<file path="config.mk">
export PLATFORM = sky130hd
export DESIGN_NAME = ps2_joy_decoder
export DESIGN_NICKNAME = d
export VERILOG_FILES = /design/src/rtl/ps2_joy_pkg.sv /design/src/rtl/ps2_rx.sv /design/src/rtl/ps2_joy_decoder.sv
export SDC_FILE = /design/constraint.sdc
export NUM_CORES = 1
export LEC_CHECK = 0
export CAP_MARGIN = 40
export CORE_ASPECT_RATIO = 1.1
export CORE_UTILIZATION = 39
export CTS_CLUSTER_SIZE = 8
export DETAILED_ROUTE_END_ITERATION = 7
export PLACE_DENSITY_LB_ADDON = 0.1
export SYNTH_ARGS = -nofsm -noshare
export SYNTH_HDL_FRONTEND = slang
export SYNTH_SLANG_ARGS = --single-unit
</file>
<file path="constraint.sdc">
create_clock -name clk_sys -period 2.3 [get_ports clk_sys]
set_input_delay 0.23 -clock clk_sys [delete_from_list [all_inputs] [get_ports clk_sys]]
set_output_delay 0.23 -clock clk_sys [all_outputs]
set_load 0.1 [all_outputs]
</file>
<file path="src/rtl/ps2_joy_pkg.sv">
// Shared constants for the PS/2 keyboard joystick path: scancodes, joystick
// bit positions, receiver states and the key lookup used by the decoder.
package ps2_joy_pkg;

  localparam int JOY_W = 10;

  localparam logic [7:0] SC_EXT   = 8'hE0;
  localparam logic [7:0] SC_BRK   = 8'hF0;
  localparam logic [7:0] SC_PAUSE = 8'hE1;
  localparam logic [7:0] SC_ACK   = 8'hFA;
  localparam logic [7:0] SC_BAT   = 8'hAA;
  localparam logic [7:0] SC_OVR0  = 8'h00;
  localparam logic [7:0] SC_OVR1  = 8'hFF;

  localparam logic [7:0] SC_SPACE = 8'h29;
  localparam logic [7:0] SC_1     = 8'h16;
  localparam logic [7:0] SC_2     = 8'h1E;
  localparam logic [7:0] SC_5     = 8'h2E;
  localparam logic [7:0] SC_UP    = 8'h75;
  localparam logic [7:0] SC_DOWN  = 8'h72;
  localparam logic [7:0] SC_LEFT  = 8'h6B;
  localparam logic [7:0] SC_RIGHT = 8'h74;
  localparam logic [7:0] SC_ESC   = 8'h76;
  localparam logic [7:0] SC_TAB   = 8'h0D;

  localparam logic [3:0] JB_FIRE   = 4'd0;
  localparam logic [3:0] JB_START1 = 4'd1;
  localparam logic [3:0] JB_START2 = 4'd2;
  localparam logic [3:0] JB_COIN   = 4'd3;
  localparam logic [3:0] JB_UP     = 4'd4;
  localparam logic [3:0] JB_DOWN   = 4'd5;
  localparam logic [3:0] JB_LEFT   = 4'd6;
  localparam logic [3:0] JB_RIGHT  = 4'd7;
  localparam logic [3:0] JB_ESC    = 4'd8;
  localparam logic [3:0] JB_TAB    = 4'd9;

  typedef enum logic [1:0] {
    RX_IDLE,
    RX_DATA,
    RX_PARITY,
    RX_STOP
  } rxState_e;

  typedef struct packed {
    logic       hit;
    logic [3:0] bitIdx;
  } keyHit_t;

  // Arrows only exist behind E0; the same codes without it are keypad keys.
  function automatic keyHit_t mapKey(input logic ext, input logic [7:0] code);
    keyHit_t r;
    r.hit    = 1'b1;
    r.bitIdx = JB_FIRE;
    if (ext) begin
      case (code)
        SC_UP:    r.bitIdx = JB_UP;
        SC_DOWN:  r.bitIdx = JB_DOWN;
        SC_LEFT:  r.bitIdx = JB_LEFT;
        SC_RIGHT: r.bitIdx = JB_RIGHT;
        default:  r.hit    = 1'b0;
      endcase
    end else begin
      case (code)
        SC_SPACE: r.bitIdx = JB_FIRE;
        SC_1:     r.bitIdx = JB_START1;
        SC_2:     r.bitIdx = JB_START2;
        SC_5:     r.bitIdx = JB_COIN;
        SC_ESC:   r.bitIdx = JB_ESC;
        SC_TAB:   r.bitIdx = JB_TAB;
        default:  r.hit    = 1'b0;
      endcase
    end
    return r;
  endfunction

endpackage

</file>
<file path="src/rtl/ps2_rx.sv">
// PS/2 device-to-host receiver: synchronises and deglitches the line pair,
// frames 11-bit words, checks odd parity and aborts stalled frames.
module ps2_rx
  import ps2_joy_pkg::*;
#(
  parameter int FILTER_LEN     = 8,
  parameter int TIMEOUT_CYCLES = 18000
) (
  input  logic       clk_i,
  input  logic       reset_i,
  input  logic       ps2Clk_i,
  input  logic       ps2Data_i,
  output logic [7:0] rxByte_o,
  output logic       byteStb_o,
  output logic       errStb_o
);

  localparam int FW = $clog2(FILTER_LEN + 1);
  localparam int TW = $clog2(TIMEOUT_CYCLES + 1);

  logic [1:0]    clkSync_q;
  logic [1:0]    dataSync_q;
  logic [FW-1:0] filtCnt_q;
  logic          clkF_q;
  logic          clkFPrev_q;
  logic [TW-1:0] toCnt_q;
  rxState_e      state_q;
  logic [7:0]    shift_q;
  logic [2:0]    bitCnt_q;
  logic          parityOk_q;
  logic [7:0]    rxByte_q;
  logic          byteStb_q;
  logic          errStb_q;

  logic fall;
  logic dataBit;
  logic timeoutHit;

  assign fall       = clkFPrev_q & ~clkF_q;
  assign dataBit    = dataSync_q[1];
  assign timeoutHit = (state_q != RX_IDLE) && !fall &&
                      (toCnt_q == TW'(TIMEOUT_CYCLES - 1));

  // The idle bus is high, so synchronisers and filter come out of reset high.
  always_ff @(posedge clk_i) begin
    if (reset_i) begin
      clkSync_q  <= 2'b11;
      dataSync_q <= 2'b11;
      filtCnt_q  <= '0;
      clkF_q     <= 1'b1;
      clkFPrev_q <= 1'b1;
    end else begin
      clkSync_q  <= {clkSync_q[0], ps2Clk_i};
      dataSync_q <= {dataSync_q[0], ps2Data_i};
      clkFPrev_q <= clkF_q;
      if (clkSync_q[1] != clkF_q) begin
        if (filtCnt_q == FW'(FILTER_LEN - 1)) begin
          clkF_q    <= clkSync_q[1];
          filtCnt_q <= '0;
        end else begin
          filtCnt_q <= filtCnt_q + 1'b1;
        end
      end else begin
        filtCnt_q <= '0;
      end
    end
  end

  // Counter holds "cycles since last fall", so the abort lands exactly
  // TIMEOUT_CYCLES after that fall once registered.
  always_ff @(posedge clk_i) begin
    if (reset_i) begin
      toCnt_q <= '0;
    end else if (fall) begin
      toCnt_q <= TW'(1);
    end else if (state_q == RX_IDLE) begin
      toCnt_q <= '0;
    end else begin
      toCnt_q <= toCnt_q + 1'b1;
    end
  end

  always_ff @(posedge clk_i) begin
    if (reset_i) begin
      state_q    <= RX_IDLE;
      shift_q    <= '0;
      bitCnt_q   <= '0;
      parityOk_q <= 1'b0;
      rxByte_q   <= '0;
      byteStb_q  <= 1'b0;
      errStb_q   <= 1'b0;
    end else begin
      byteStb_q <= 1'b0;
      errStb_q  <= 1'b0;
      if (timeoutHit) begin
        state_q  <= RX_IDLE;
        errStb_q <= 1'b1;
      end else if (fall) begin
        case (state_q)
          RX_IDLE: begin
            if (!dataBit) begin
              state_q  <= RX_DATA;
              bitCnt_q <= '0;
            end
          end
          RX_DATA: begin
            shift_q  <= {dataBit, shift_q[7:1]};
            bitCnt_q <= bitCnt_q + 1'b1;
            if (bitCnt_q == 3'd7) begin
              state_q <= RX_PARITY;
            end
          end
          RX_PARITY: begin
            parityOk_q <= ^{shift_q, dataBit};
            state_q    <= RX_STOP;
          end
          RX_STOP: begin
            if (dataBit && parityOk_q) begin
              rxByte_q  <= shift_q;
              byteStb_q <= 1'b1;
            end else begin
              errStb_q <= 1'b1;
            end
            state_q <= RX_IDLE;
          end
          default: state_q <= RX_IDLE;
        endcase
      end
    end
  end

  assign rxByte_o  = rxByte_q;
  assign byteStb_o = byteStb_q;
  assign errStb_o  = errStb_q;

endmodule

</file>
<file path="src/rtl/ps2_joy_decoder.sv">
// Turns the MiST PS/2 keyboard stream into the held-key vector (kbjoy)
// that the arcade top level ORs with the real joystick ports.
module ps2_joy_decoder
  import ps2_joy_pkg::*;
#(
  parameter int FILTER_LEN     = 8,
  parameter int TIMEOUT_CYCLES = 18000
) (
  input  logic             clk_sys,
  input  logic             reset,
  input  logic             ps2_kbd_clk,
  input  logic             ps2_kbd_data,
  output logic [JOY_W-1:0] joystick,
  output logic [7:0]       scan_code,
  output logic             scan_valid,
  output logic             frame_err
);

  logic [7:0]       rxByte;
  logic             byteStb;
  logic             errStb;
  logic             ext_q;
  logic             brk_q;
  logic [JOY_W-1:0] joy_q;
  keyHit_t          keyHit;

  ps2_rx #(
    .FILTER_LEN     (FILTER_LEN),
    .TIMEOUT_CYCLES (TIMEOUT_CYCLES)
  ) u_rx (
    .clk_i     (clk_sys),
    .reset_i   (reset),
    .ps2Clk_i  (ps2_kbd_clk),
    .ps2Data_i (ps2_kbd_data),
    .rxByte_o  (rxByte),
    .byteStb_o (byteStb),
    .errStb_o  (errStb)
  );

  assign keyHit = mapKey(ext_q, rxByte);

  // Any framing error drops pending prefixes so a half-seen E0/F0 cannot
  // attach itself to an unrelated later key.
  always_ff @(posedge clk_sys) begin
    if (reset) begin
      ext_q <= 1'b0;
      brk_q <= 1'b0;
      joy_q <= '0;
    end else if (errStb) begin
      ext_q <= 1'b0;
      brk_q <= 1'b0;
    end else if (byteStb) begin
      case (rxByte)
        SC_EXT: ext_q <= 1'b1;
        SC_BRK: brk_q <= 1'b1;
        SC_PAUSE, SC_ACK, SC_BAT: begin
        end
        SC_OVR0, SC_OVR1: begin
          joy_q <= '0;
          ext_q <= 1'b0;
          brk_q <= 1'b0;
        end
        default: begin
          if (keyHit.hit) begin
            joy_q[keyHit.bitIdx] <= !brk_q;
          end
          ext_q <= 1'b0;
          brk_q <= 1'b0;
        end
      endcase
    end
  end

  assign joystick   = joy_q;
  assign scan_code  = rxByte;
  assign scan_valid = byteStb;
  assign frame_err  = errStb;

endmodule
</file>
==> results_dict.tcl, run 1 <==
set metrics [dict create \
    status "completed" \
    start_util 0.407 \
    skew_ns 0.00917 \
    synth_ff_type "dfxtp_1" \
    multi_input_comb_area_um2 1730 \
    cts_tree "built" \
    cap_violations 0 \
    drv_slew 0 \
    clk_pin_slew_ns 0.07 \
    synth_top_area_share 0.398 \
    setup_viol 0 \
    num-fill-cells 775 \
    p_leak_uw 0.00124 \
    die_h_um 95.1 \
    synth-edff-count 0 \
    nNetsFinal 392 \
    gp_congestion 0.866 \
    critical_path_class "reg -> reg" \
    powerDensity_nw_per_um2 578 \
    post_drt_wl_per_cell_um 13.7 \
    clock-root-buffer "clkbuf_8" \
    io_pins 24 \
    seqCellArea_um2 1250 \
    ys_seq_area_frac 0.398 \
    hpwl_um 4810 \
    grt_use_total 0.180 \
    yosys-top-cells-area "dfxtp_1 (40%), nor2_1 (6.0%), xnor2_1 (4.6%)" \
    first_global_vias 2429 \
    tightest_slew_ns 0.561 \
    firstDrtPassIters 4 \
    syn_area_per_cell_um2 8.73 \
    hold_viol 0 \
    start_kind "flop" \
    antenna_found_initial 0 \
    synth_cells 352 \
    crit_arrival_ns 2.39 \
    coreArea_um2 7560 \
    numCtsBuffers 9 \
    synth_nets 364 \
    period_minus_slack_ns 2.18 \
    required_ns 2.52 \
    post-cts-setup-buffers 0 \
    fmax_ghz 0.460 \
    power_uw 2110 \
    relSlewSlack 0.623 \
    drcViolationCount 0 \
    end_kind "flop" \
    hold_class "reg -> reg" \
    area_growth_pct 18.7 \
    final_cells 490 \
    cp_max_fo 11 \
    num_vias 2598 \
    viasPerCell 5.30 \
    timing.final.crit_share 0.946 \
    clk_path_buf_depth 2 \
    async_flop_share 0 \
    yosys_register_bits 61 \
    grt_setup_unrepaired "false" \
    die_w_um 86.6 \
    clock_latency_ns 0.34 \
    ys_warn_count 0 \
    final_core_util 0.483 \
    overflow 0 \
    grt_start_max_net_pins 18 \
    htreeDepth 3 \
    die_area_um2 8240 \
    port_buffers 23 \
    synth_cell_type_count 61 \
    drt_iter0_drc 67 \
    max-vdd-ir-drop_mv 0.368 \
    drt-total-wl_um 6690 \
    postRouteAntennaNets 0 \
    synth_top_area_cell "dfxtp_1" \
    drive_above_1_share 0.216 \
    grt_pass1_wl_um 11500 \
    place_inst 474 \
    rows 33 \
    n_antenna_cell 0 \
    cts_sinks 61 \
    syn-cell-area_um2 3070 \
]
-- Yosys cell counts, types with 2 or more instances --
master    number
dfxtp_1       61
nor2_1        49
nand2_1       25
nand3_1       19
a21oi_1       17
xnor2_1       16
o21ai_0       13
clkbuf_1      12
nor3_1        12
mux2i_1       11
xor2_1        11
inv_1          9
ha_1           8
nand4_1        6
or2_2          6
a211oi_1       4
buf_2          4
nand4b_1       4
a22oi_1        3
and3_1         3
nand3b_1       3
nor2b_1        3
nor4_1         3
o41ai_1        3
a21bo_2        2
a32o_1         2
a32oi_1        2
buf_4          2
buf_6          2
nand2b_1       2
nor4_2         2
o21a_1         2
or3_1          2
or4_1          2
-- through the flow --
stage	hold WS, ns	TNS (ns)	worst slack, ns	area, um^2
after global routing	0.430	0	0.0379	3650
after detailed placement	0.397	0	0.137	3420
after global placement	0.393	0	0.160	3420
final	0.412	0	0.124	3650
after floorplan	0.334	-0.0151	-0.0151	3100
after CTS	0.413	0	0.134	3630
-- critical path, stage by stage (launching register included) --
cell and delay (ns):
dfxtp_4 0.38, or4_4 0.55, or4b_4 0.57, nand2_4 0.13, o21bai_4 0.14, nor3b_2 0.19
o32ai_1 0.10
-- cell families after synthesis --
kind of cell,count (synthesis),synth area share
simple gates,157,0.281
xor+xnor,27,0.0770
fa+ha+maj,8,0.0326
mux,11,0.0358
buf+inv,29,0.0444
compound gates,59,0.132
flops,61,0.398
-- area by class of cell --
| cell class | instances | share of cell area |
|---|---|---|
| clock buffer | 10 | 0.0408 |
| clock inverter | 6 | 0.0182 |
| inverter | 9 | 0.00927 |
| multi-input combinational | 262 | 0.475 |
| sequential | 61 | 0.343 |
| tap | 105 | 0.0360 |
| timing repair buffer | 37 | 0.0782 |
-- cell usage in the layout (no fill, tap or decap), types with 3 or more instances in the layout --
| cell | count |
|---|---|
| dfxtp_1 | 52 |
| nor2_1 | 49 |
| buf_4 | 34 |
| nand2_1 | 25 |
| nand3_1 | 19 |
| a21oi_1 | 17 |
| xnor2_1 | 16 |
| o21ai_0 | 13 |
| xor2_1 | 11 |
| nor3_1 | 11 |
| mux2i_1 | 11 |
| inv_1 | 9 |
| clkbuf_8 | 9 |
| ha_1 | 8 |
| dfxtp_4 | 7 |
| nand4_1 | 6 |
| or2_2 | 6 |
| nand4b_1 | 4 |
| nor2b_1 | 3 |
| o41ai_1 | 3 |
| nand3b_1 | 3 |
| a211oi_1 | 3 |
| nor4_2 | 3 |
| and3_1 | 3 |
| a22oi_1 | 3 |
| clkdlybuf4s50_1 | 3 |
-- registers in the layout, summed over array words and instances, names as in the netlist, 2 cells and up --
| register | flops |
|---|---|
| u_rx.toCnt_q | 15 |
| joystick | 10 |
| u_rx.rxByte_o | 8 |
| u_rx.shift_q | 8 |
| u_rx.filtCnt_q | 4 |
| u_rx.bitCnt_q | 3 |
| u_rx.clkSync_q | 2 |
| u_rx.dataSync_q | 2 |
| u_rx.state_q | 2 |
-- layer usage --
metal / global-route usage / up-vias / wire [um]
li1: - / 1304 / -
met1: 0.226 / 1233 / 3260
met2: 0.290 / 43 / 3070
met3: 0.0312 / 18 / 148
met4: 0.106 / 0 / 214
met5: 0 / - / 0
-- final timing paths --
kind / slack, ns / to / cells past startpoint / from
max reg2reg: 0.12 / joystick[8]$_SDFFE_PP0P_ / 6 / u_rx.rxByte_o[4]$_SDFFE_PP0P_
min reg2reg: 0.41 / u_rx.dataSync_q[1]$_SDFF_PP1_ / 1 / u_rx.dataSync_q[0]$_SDFF_PP1_
min: 0.41 / u_rx.dataSync_q[1]$_SDFF_PP1_ / 1 / u_rx.dataSync_q[0]$_SDFF_PP1_
max: 0.12 / joystick[8]$_SDFFE_PP0P_ / 6 / u_rx.rxByte_o[4]$_SDFFE_PP0P_
-- power breakdown --
part / switching [uW] / internal [uW] / total (uW)
registers: 2.14 / 1050 / 1050
clock network: 453 / 572 / 1020
logic: 16.9 / 13.2 / 30.0
total: 472 / 1640 / 2110
-- repair_timing --
action / CTS / global route
endpoints found under the setup margin: 0 / 3
gates resized for setup: 0 / 3
hold buffers: 0 / 0
hold endpoints to repair: 0 / 0
Note: power is estimated with default switching activity, not from simulation.
==> run 2, diff against run 1 <==
==> constraint.sdc (replaced) <==
create_clock -name clk_sys -period 2.3 [get_ports clk_sys]
set_input_delay 0.46 -clock clk_sys [delete_from_list [all_inputs] [get_ports clk_sys]]
set_output_delay 0.46 -clock clk_sys [all_outputs]
set_load 0.1 [all_outputs]
==> run 2 against run 1 <==
Net effect: design area shrank 1.2%; final cell count is the same; clock skew shrank 0.00088 ns; hold slack lost 0.0019 ns; register-to-register slack is essentially flat; global-route usage shrank 0.58 points; count of clock-buffer cells in the layout shrank 1; sequential power is essentially flat; sequential cell count is the same; critical path depth is the same; total power shrank 8.2%; worst setup slack gained 0.0051 ns; critical path type unchanged.
==> results_dict.tcl, run 2 (synthesis results as in run 1) <==
set metrics [dict create \
    status "completed" \
    combPwrFrac 0.016 \
    largest_reg_flops 15 \
    r2r_cells 6 \
    setup_viol 0 \
    r2r_setup_slack_ns 0.13 \
    drv_slew 0 \
    skew_ns 0.00830 \
    num-fill-cells 760 \
    whs_path_depth 1 \
    relSlewSlack 0.624 \
    viasPerCell 5.30 \
    hpwl_um 4860 \
    powerDensity_nw_per_um2 537 \
    drt_iter0_drc 90 \
    multi_input_comb_area_um2 1730 \
    area_growth_pct 17.3 \
    start_kind "flop" \
    grt_start_max_net_pins 18 \
    hold_viol 0 \
    port_buffers 23 \
    nNetsFinal 392 \
    reg2reg_to "joystick[8]$_SDFFE_PP0P_" \
    final_core_util 0.477 \
    place_inst 474 \
    switchingPower_uw 477 \
    clk_path_buf_depth 2 \
    final_common_cell "dfxtp_1" \
    gp_congestion 0.911 \
    clk_pin_slew_ns 0.07 \
    fmax_ghz 0.461 \
    hold_buffers 0 \
    largest-register "u_rx.toCnt_q" \
    final_cell_mix "dfxtp_1 (52), nor2_1 (49), buf_4 (34), nand2_1 (25), nand3_1 (19)" \
    final_cells 490 \
    antenna_found_initial 0 \
    coreArea_um2 7560 \
    hold_class "reg -> reg" \
    drcViolationCount 0 \
    die_area_um2 8240 \
    seq_power_share 0.544 \
    timing.final.crit_share 0.944 \
    swShare 0.246 \
    die_w_um 86.6 \
    required_ns 2.52 \
    r2r-start "u_rx.rxByte_o[4]$_SDFFE_PP0P_" \
    p_leak_uw 0.00122 \
    grt_setup_unrepaired "true" \
    finalSetupTns_ns 0 \
    cts_resized 0 \
    cap_violations 0 \
    postRouteAntennaNets 0 \
    holdWs_ns 0.410 \
    crit_arrival_ns 2.39 \
    first_global_vias 2396 \
    end_kind "flop" \
    post-cts-setup-buffers 0 \
    num_vias 2596 \
    grt_use_total 0.174 \
    die_h_um 95.1 \
    cts_tree "built" \
    crit_path_start "u_rx.rxByte_o[4]$_SDFFE_PP0P_" \
    power_uw 1940 \
    grt_pass1_wl_um 11200 \
    period_minus_slack_ns 2.17 \
    firstDrtPassIters 4 \
    tightest_slew_ns 0.559 \
    cp_max_fo 11 \
    drt-total-wl_um 6770 \
    clkPwrFrac 0.440 \
    drive_above_1_share 0.216 \
    n_antenna_cell 0 \
    max-vdd-ir-drop_mv 0.332 \
    io_pins 24 \
    p_int_uw 1460 \
    clock_latency_ns 0.33 \
    rows 33 \
    overflow 0 \
    critical_path_class "reg -> reg" \
    clock-root-buffer "clkbuf_8" \
    numCtsBuffers 9 \
    seqCellArea_um2 1250 \
    post_drt_wl_per_cell_um 13.8 \
    htreeDepth 3 \
    endpoint "joystick[8]$_SDFFE_PP0P_" \
    start_util 0.407 \
    cts_sinks 61 \
]
==> run 2: worst min-delay path by stage <==
| stage | from | endpoint | slack, ns |
|---|---|---|---|
| after floorplan | u_rx.clkSync_q[0]$_SDFF_PP1_ | u_rx.clkSync_q[1]$_SDFF_PP1_ | 0.39 |
| after global placement | u_rx.dataSync_q[0]$_SDFF_PP1_ | u_rx.dataSync_q[1]$_SDFF_PP1_ | 0.39 |
| after detailed placement | u_rx.dataSync_q[0]$_SDFF_PP1_ | u_rx.dataSync_q[1]$_SDFF_PP1_ | 0.40 |
| after CTS | u_rx.dataSync_q[0]$_SDFF_PP1_ | u_rx.dataSync_q[1]$_SDFF_PP1_ | 0.41 |
| after global routing | u_rx.dataSync_q[0]$_SDFF_PP1_ | u_rx.dataSync_q[1]$_SDFF_PP1_ | 0.42 |
| final | u_rx.dataSync_q[0]$_SDFF_PP1_ | u_rx.dataSync_q[1]$_SDFF_PP1_ | 0.41 |
==> run 2: routing by layer <==
| metal | GRT usage | vias up | wire (um) |
|---|---|---|---|
| met5 | 0 | - | 0 |
| met4 | 0.0819 | 0 | 155 |
| met3 | 0.0433 | 12 | 237 |
| met2 | 0.286 | 54 | 3130 |
| met1 | 0.214 | 1226 | 3250 |
| li1 | - | 1304 | - |
==> run 2: layout make-up <==
| class | instances | area share |
|---|---|---|
| Clock buffer | 9 | 0.0344 |
| Clock inverter | 7 | 0.0135 |
| Inverter | 9 | 0.00937 |
| Multi-Input combinational cell | 262 | 0.481 |
| Sequential cell | 61 | 0.346 |
| Tap cell | 105 | 0.0365 |
| Timing Repair Buffer | 37 | 0.0792 |
==> run 2: critical path: stages (launching register included) <==
cell,delay (ns)
dfxtp_4,0.38
or4_4,0.55
or4b_4,0.57
nand2_4,0.12
o21bai_4,0.14
nor3b_2,0.19
o32ai_1,0.10
==> run 2: power groups by stage <==
| stage | combinational [uW] | sequential (uW) | clock [uW] |
|---|---|---|---|
| after floorplan | 18.1 | 1080 | 0 |
| after global placement | 30.5 | 1080 | 0 |
| after detailed placement | 30.6 | 1080 | 0 |
| after CTS | 30.6 | 1050 | 886 |
| after global routing | 33.8 | 1050 | 935 |
| final | 30.2 | 1050 | 852 |
==> run 2: stage by stage <==
step | setup WS, ns | cell area (um^2)
5_1_grt | 0.0114 | 3600
4_1_cts | 0.140 | 3590
3_3_place_gp | 0.172 | 3420
3_5_place_dp | 0.149 | 3420
2_1_floorplan | -0.0151 | 3100
6_report | 0.130 | 3600
==> run 3, diff against run 2 <==
--- a/config.mk
+++ b/config.mk
@@ -10,5 +10,5 @@
 export CORE_UTILIZATION = 39
-export CTS_CLUSTER_SIZE = 8
 export DETAILED_ROUTE_END_ITERATION = 7
 export PLACE_DENSITY_LB_ADDON = 0.1
+export RECOVER_POWER = 50
 export SYNTH_ARGS = -nofsm -noshare
==> constraint.sdc (replaced) <==
create_clock -name clk_sys -period 2.3 [get_ports clk_sys]
set_input_delay 0.23 -clock clk_sys [delete_from_list [all_inputs] [get_ports clk_sys]]
set_output_delay 0.23 -clock clk_sys [all_outputs]
set_load 0.1 [all_outputs]
==> run 3 against run 2 <==
Net effect: critical endpoint unchanged; non-clock buffer count stayed put; total power is 8.8% higher; design area fell by 1.3%; register-to-register slack got worse by 0.02 ns; sequential cell count is the same.
==> results_dict.tcl, run 3 (synthesis results as in run 1) <==
set metrics [dict create \
    setup_viol 0 \
    numCtsBuffers 9 \
    die_h_um 95.1 \
    clock_latency_ns 0.34 \
    postRouteAntennaNets 0 \
    post-cts-setup-buffers 0 \
    port_buffers 23 \
    coreArea_um2 7560 \
    hold_class "reg -> reg" \
    area_growth_pct 15.8 \
    cap_violations 0 \
    drcViolationCount 0 \
    clk_pin_slew_ns 0.07 \
    p_leak_uw 0.00115 \
    n_antenna_cell 0 \
    slowest_stage "or4b_4" \
    firstDrtPassIters 4 \
    hold_viol 0 \
    fmax_ghz 0.456 \
    tightest_slew_ns 1.18 \
    first_global_vias 2429 \
    htreeDepth 3 \
    grt_start_max_net_pins 18 \
    relSlewSlack 0.218 \
    hpwl_um 4810 \
    final_cell_mix "dfxtp_1 (52), nor2_1 (49), nand2_1 (25), clkbuf_1 (23), nand3_1 (19)" \
    cp_max_fo 11 \
    timing.final.crit_share 0.954 \
    nNetsFinal 392 \
    drt_iter0_drc 73 \
    routed.top_layer "met4" \
    critical_path_class "reg -> reg" \
    rows 33 \
    largest-register "u_rx.toCnt_q" \
    clk_path_buf_depth 2 \
    met3_length_um 141 \
    start_kind "flop" \
    crit_chain "or4_4, or4b_4, nand2_4, o21bai_4, nor3b_2, o32ai_1" \
    end_kind "flop" \
    gp_congestion 0.866 \
    cp_top_family "simple AND/OR/NAND/NOR gates" \
    max-vdd-ir-drop_mv 0.369 \
    cts_sinks 61 \
    largest_reg_flops 15 \
    clock-root-buffer "clkbuf_8" \
    antenna_found_initial 0 \
    num_vias 2594 \
    finalSetupTns_ns 0 \
    hold_buffers 0 \
    crit_path_max_incr_delay_ns 0.57 \
    io_pins 24 \
    grt_setup_unrepaired "false" \
    drive_above_1_share 0.156 \
    drt-total-wl_um 6730 \
    overflow 0 \
    drv_slew 0 \
    wl_met2_um 3070 \
    final_cells 490 \
    period_minus_slack_ns 2.20 \
    skew_ns 0.00973 \
    final_common_cell "dfxtp_1" \
    cts_tree "built" \
    grt_pass1_wl_um 11500 \
    start_util 0.407 \
    die_w_um 86.6 \
    post_drt_wl_per_cell_um 13.7 \
    powerDensity_nw_per_um2 592 \
    path_buf_inv 0 \
    status "completed" \
    die_area_um2 8240 \
    met1_length_um 3300 \
    required_ns 2.51 \
    place_inst 474 \
    viasPerCell 5.29 \
    grt_use_total 0.180 \
    crit_arrival_ns 2.40 \
]
==> run 3: stage by stage <==
| step | setup WS [ns] | hold slack, ns | total power [uW] | area, um^2 | util |
|---|---|---|---|---|---|
| floorplan | -0.0151 | 0.334 | 1100 | 3100 | - |
| global placement | 0.160 | 0.393 | 1110 | 3420 | 0.452 |
| detailed placement | 0.137 | 0.397 | 1110 | 3420 | 0.452 |
| CTS | 0.134 | 0.413 | 2130 | 3630 | 0.481 |
| global route | 0.0346 | 0.430 | 2180 | 3560 | 0.471 |
| finish | 0.105 | 0.412 | 2110 | 3560 | 0.471 |
==> run 3: worst paths after layout <==
check | startpoint | end | slack [ns] | depth (start not counted)
setup / recovery | u_rx.rxByte_o[4]$_SDFFE_PP0P_ | joystick[8]$_SDFFE_PP0P_ | 0.10 | 6
setup reg to reg | u_rx.rxByte_o[4]$_SDFFE_PP0P_ | joystick[8]$_SDFFE_PP0P_ | 0.10 | 6
hold reg to reg | u_rx.dataSync_q[0]$_SDFF_PP1_ | u_rx.dataSync_q[1]$_SDFF_PP1_ | 0.41 | 1
hold / removal | u_rx.dataSync_q[0]$_SDFF_PP1_ | u_rx.dataSync_q[1]$_SDFF_PP1_ | 0.41 | 1
==> run 3: what timing repair did <==
| action | 4_1_cts | 5_1_grt |
|---|---|---|
| hold endpoints to repair | 0 | 0 |
| resized for setup | 0 | 3 |
| endpoints found under the setup margin | 0 | 3 |
==> run 3: layout make-up <==
type,instances,area (um^2)
Clock inverter,6,66.3
Fill cell,792,4000
Clock buffer,10,149
Sequential cell,61,1250
Timing Repair Buffer,37,196
Tap cell,105,131
Multi-Input combinational cell,262,1730
Inverter,9,33.8
==> run 3: power breakdown <==
| group | total, uW | switching (uW) | internal [uW] |
|---|---|---|---|
| combinational | 27.4 | 16.9 | 10.5 |
| sequential | 1050 | 2.17 | 1050 |
| clock | 1030 | 455 | 572 |
==> run 3: routing by layer <==
layer  GRT usage  up-vias
met5           0        -
met4       0.106        0
met3      0.0312       17
met2       0.290       39
met1       0.226     1227
li1            -     1311
==> variant 1: new RTL, flow settings as in run 3 <==
Register the input `ps2_kbd_data` before use, with the module's reset. The logic sees it one clock later.
--- a/src/rtl/ps2_joy_decoder.sv
+++ b/src/rtl/ps2_joy_decoder.sv
@@ -16,6 +16,16 @@
   output logic             frame_err
 );
 
+  logic ps2_kbd_data_q;
+
+  always_ff @(posedge clk_sys) begin
+    if (reset) begin
+      ps2_kbd_data_q <= '0;
+    end else begin
+      ps2_kbd_data_q <= ps2_kbd_data;
+    end
+  end
+
   logic [7:0]       rxByte;
   logic             byteStb;
   logic             errStb;
@@ -31,7 +41,7 @@
     .clk_i     (clk_sys),
     .reset_i   (reset),
     .ps2Clk_i  (ps2_kbd_clk),
-    .ps2Data_i (ps2_kbd_data),
+    .ps2Data_i (ps2_kbd_data_q),
     .rxByte_o  (rxByte),
     .byteStb_o (byteStb),
     .errStb_o  (errStb)
Formal check against the unedited RTL: same outputs for any inputs over 10 cycles, from zero or initial values and one cycle with reset high; that may be too few to reach the edited logic, so the function may still have changed.
==> variant 1 against run 3 <==
  * Power up 8.4%
  * Sequential cell count up 1
  * Cell area up 0.91%
  * Setup slack better by 0.033 ns
  * Area after synthesis down 0.69%
  * Critical path depth unchanged
  * Sequential share of layout area about the same
  * Wire length down 7.7%
  * Critical endpoint is now joystick[2]
==> variant 1: results (changes against run 3) <==
GRT
  – Pin count of the biggest net entering global routing: 44 (+26)
  – First-pass GRT wire length: 10800 µm (-6.4%)
  – Initial antenna violation count: 0 (unchanged)
  – Number of global-route vias before repair: 2327 (-4.2%)
  – Total Routing Usage GR: 16.8% (-1.2 points)

CTS
  – Num CTS Buffers: 9 (unchanged)
  – Clk buf depth: 2 (unchanged)
  – Root Driver: clkbuf_8

Placed design
  – Placed cell count: 470 (-0.84%)
  – Dpl ws: 0.149 ns (+0.0118 ns)
  – DP HPWL: 4340 µm (-9.7%)
  – RePlAce Congestion: 0.824 (-4.9%)
  – IO buf count: 23 (unchanged)

Logic synthesis
  – Synth Area in XOR/XNOR: 7.75% (+0.054 points)
  – Main synth FF type: dfxtp_1
  – Adder-Cell Fraction of Synth Area: 3.28% (+0.023 points)
  – Post-synth top cells: dfxtp_1 (62), nor2_1 (49), nand2_1 (24)
  – Synth Warn #: 0 (unchanged)
  – Seq/Total Area, Yosys: 40.7% (+0.93 points)
  – Synth Area in Compound Gates: 11.4% (-1.8 points)
  – Cell variety after synth: 57 (-6.6%)
  – Syn nets: 360 (-1.1%)
  – Mux cell area share after synthesis: 4.27% (+0.68 points)
  – Synthesized netlist cell count: 348 (-1.1%)
  – Synth area leaders: dfxtp_1 (41%), nor2_1 (6.0%), xnor2_1 (4.9%)

Drt
  – DR pass1 iterations: 4 (unchanged)
  – Final WL: 6210 µm (-7.7%)
  – Starting DRC count in detailed routing: 105 (+44%)
  – Avg Vias per Cell: 5.09 (-3.8%)

STA
  – Max_slew headroom: 21.0% (-0.78 points)
  – Fin Clk Skew: 0.00887 ns (-0.000866 ns)

Critical path
  – Slowest Stage Delay on Critical Path: 0.42 ns (-0.15 ns)
  – CP max-delay cell: or3b_4
  – Crit path max fanout: 6 (-5)

Cells and area
  – Share of layout cells above drive strength 1: 15.5% (-0.099 points)
  – Final #Nets: 388 (-1.0%)
  – Max reg flops: 15 (unchanged)
  – Non-filler instance count after layout: 486 (-0.82%)

Outcome
  – Outcome: complete, no violations

Power and ir drop
  – Leakage: 1.24 nW (+7.8%)
  – Worst vdd ir: 0.444 mV (+20%)

Hold path
  – Worst hold path type: reg -> reg
## variant 1: final timing paths
kind	startpoint	endpoint	slack, ns	cells after the start
hold / removal	ps2_kbd_data_q	u_rx.dataSync_q[0]	0.41	1
hold reg to reg	ps2_kbd_data_q	u_rx.dataSync_q[0]	0.41	1
setup reg to reg	u_rx.rxByte_o[7]	joystick[2]	0.14	6
setup / recovery	u_rx.rxByte_o[7]	joystick[2]	0.14	6
## variant 1: metrics by stage
stage	total power, mW	instance area (µm²)
after floorplan	1.12	3080
after global placement	1.14	3410
after detailed placement	1.14	3410
after CTS	2.31	3660
after global routing	2.37	3590
final	2.28	3590
## variant 1: final cells by class
type                       count  area, µm²
inverter                       9       33.8
timing repair buffer          36        211
fill                         779       3930
tap                          105        131
clock inverter                 5       87.6
sequential                    62       1260
clock buffer                  11        163
multi-input combinational    258       1700
## variant 1: worst max-delay path: cells and delay by family (launching register included)
| family | cells | cell delay (ns) |
|---|---|---|
| AOI/OAI and AO/OA | 3 | 0.62 |
| DFF | 1 | 0.34 |
| and+or+nand+nor | 3 | 1.11 |
## variant 1: timing repair
action | 4_1_cts | 5_1_grt
gates resized for setup | 0 | 1
setup buffers | 0 | 0
endpoints found under the setup margin | 0 | 1
hold buffers | 0 | 0
hold endpoints to repair | 0 | 0
## variant 1: cell families after synthesis
logic type,count (synthesis)
AOI/OAI and AO/OA,47
buffers and inverters,28
adders and majority gates,8
xor gates and xnor gates,27
muxes,13
and+or+nand+nor,163
DFF,62
## variant 1: per-layer routing
layer / vias up / track usage (%) / wire, µm
li1: 1267 / - / -
met1: 1156 / 21.9 / 2960
met2: 42 / 27.1 / 2930
met3: 9 / 2.71 / 213
met4: 0 / 7.50 / 106
met5: - / 0 / 0
## variant 1: power by group
group	switching, mW	total, mW	internal, mW
logic	0.0180	0.0337	0.0157
registers	0.00263	1.08	1.07
clock network	0.458	1.17	0.715
==> variant 2: new RTL, config.mk and constraints of run 3 <==
Made on the original files. `TIMEOUT_CYCLES` is set to 18000 in 2 places; all go to 4500.
--- a/src/rtl/ps2_rx.sv
+++ b/src/rtl/ps2_rx.sv
@@ -4,7 +4,7 @@
   import ps2_joy_pkg::*;
 #(
   parameter int FILTER_LEN     = 8,
-  parameter int TIMEOUT_CYCLES = 18000
+  parameter int TIMEOUT_CYCLES = 4500
 ) (
   input  logic       clk_i,
   input  logic       reset_i,
--- a/src/rtl/ps2_joy_decoder.sv
+++ b/src/rtl/ps2_joy_decoder.sv
@@ -4,7 +4,7 @@
   import ps2_joy_pkg::*;
 #(
   parameter int FILTER_LEN     = 8,
-  parameter int TIMEOUT_CYCLES = 18000
+  parameter int TIMEOUT_CYCLES = 4500
 ) (
   input  logic             clk_sys,
   input  logic             reset,
Check against the original RTL: no difference found for any inputs over 10 cycles, from zero or initial values and one cycle with reset high; that may be too few to reach the edited logic, so the function may still have changed.
==> variant 2 against run 3 <==
  * Non-clock buffer count shrank 3
  * Critical path type unchanged
  * Via count decreased by 8.9%
  * Wire length is 7.9% lower
  * Highest routed layer unchanged
  * Cell area shrank 2.3%
  * Power is 4.6% lower
  * Synthesized cell count fell by 2.8%
  * Sequential cell count shrank 2
  * Largest power group unchanged
  * Sequential share of layout area decreased by 0.41 points
  * Setup slack improved by 0.050 ns
  * Area after synthesis is 0.73% lower
==> variant 2: results (changes against run 3) <==
GRT
  – GR Layer Usage met1: 20.2% (-2.5 points)
  – Pin count of the biggest net entering global routing: 46 (+28)
  – First-pass GRT wire length: 10800 µm (-6.3%)
  – M2 GR Usage: 28.6% (-0.46 points)

Cells and area
  – Final #Nets: 379 (-3.3%)
  – Final sequential cell count: 59 (-3.3%)
  – #MultiIn Comb: 250 (-4.6%)
  – Inverter count: 13 (+4)
  – Signal buffers share of area: 5.33% (-0.20 points)
  – Clkbuf count: 14 (+4)

Placed design
  – RePlAce Congestion: 0.800 (-7.7%)
  – Placed cell count: 461 (-2.7%)

STA
  – WHS: 0.411 ns (-0.00162 ns)
  – Fin Clk Skew: 0.00880 ns (-0.000939 ns)
  – Tmin final: 2.14 ns (-0.0503 ns)

Hold path
  – Hold_sp: u_rx.clkSync_q[0]

Drt
  – DRT met1 WL: 3010 µm (-8.7%)
  – Final WL: 6200 µm (-7.9%)
  – Vias after detailed routing: 2364 (-8.9%)
  – Starting DRC count in detailed routing: 124 (+70%)

Power and ir drop
  – PD cells: 578 nW/µm² (-2.4%)

Logic synthesis
  – Post-synth top cells: dfxtp_1 (59), nor2_1 (47), nand2_1 (22)
  – Cell variety after synth: 64 (+4.9%)
  – Mean Syn Cell Area: 8.92 µm² (+2.2%)

Outcome
  – Outcome: complete, no violations
## variant 2: cell count changes in the layout (fill, tap and decap cells not counted), sizes merged, moves of 4 or more
cell / before / now
nand3: 19 / 13
mux2i: 11 / 15
nor2b: 3 / 10
a21oi: 17 / 12
o31ai: 0 / 4
## variant 2: cell families (layout without fill, tap and decap cells)
family,after synthesis,after routing,share of synthesized area (%)
XOR/XNOR,24,24,6.89
flip-flops,59,59,38.7
AND/OR/NAND/NOR,150,150,26.8
AO/OA/AOI/OAI,53,53,13.7
buffers and inverters,33,63,5.62
adder cells (fa/ha/maj),8,8,3.28
multiplexers,15,15,4.92
## variant 2: worst register-to-register path: stages (launching register included)
cell      delay [ns]
dfxtp_2         0.38
nand4b_1        0.27
or3_1           0.38
a41oi_1         0.22
o31ai_1         0.09
buf_4           0.19
or2_1           0.30
o31ai_2         0.23
## variant 2: timing repair
item / CTS / global route
hold buffers: 0 / 0
setup buffers: 0 / 0
setup endpoints to repair: 0 / 1
gates resized for setup: 0 / 2
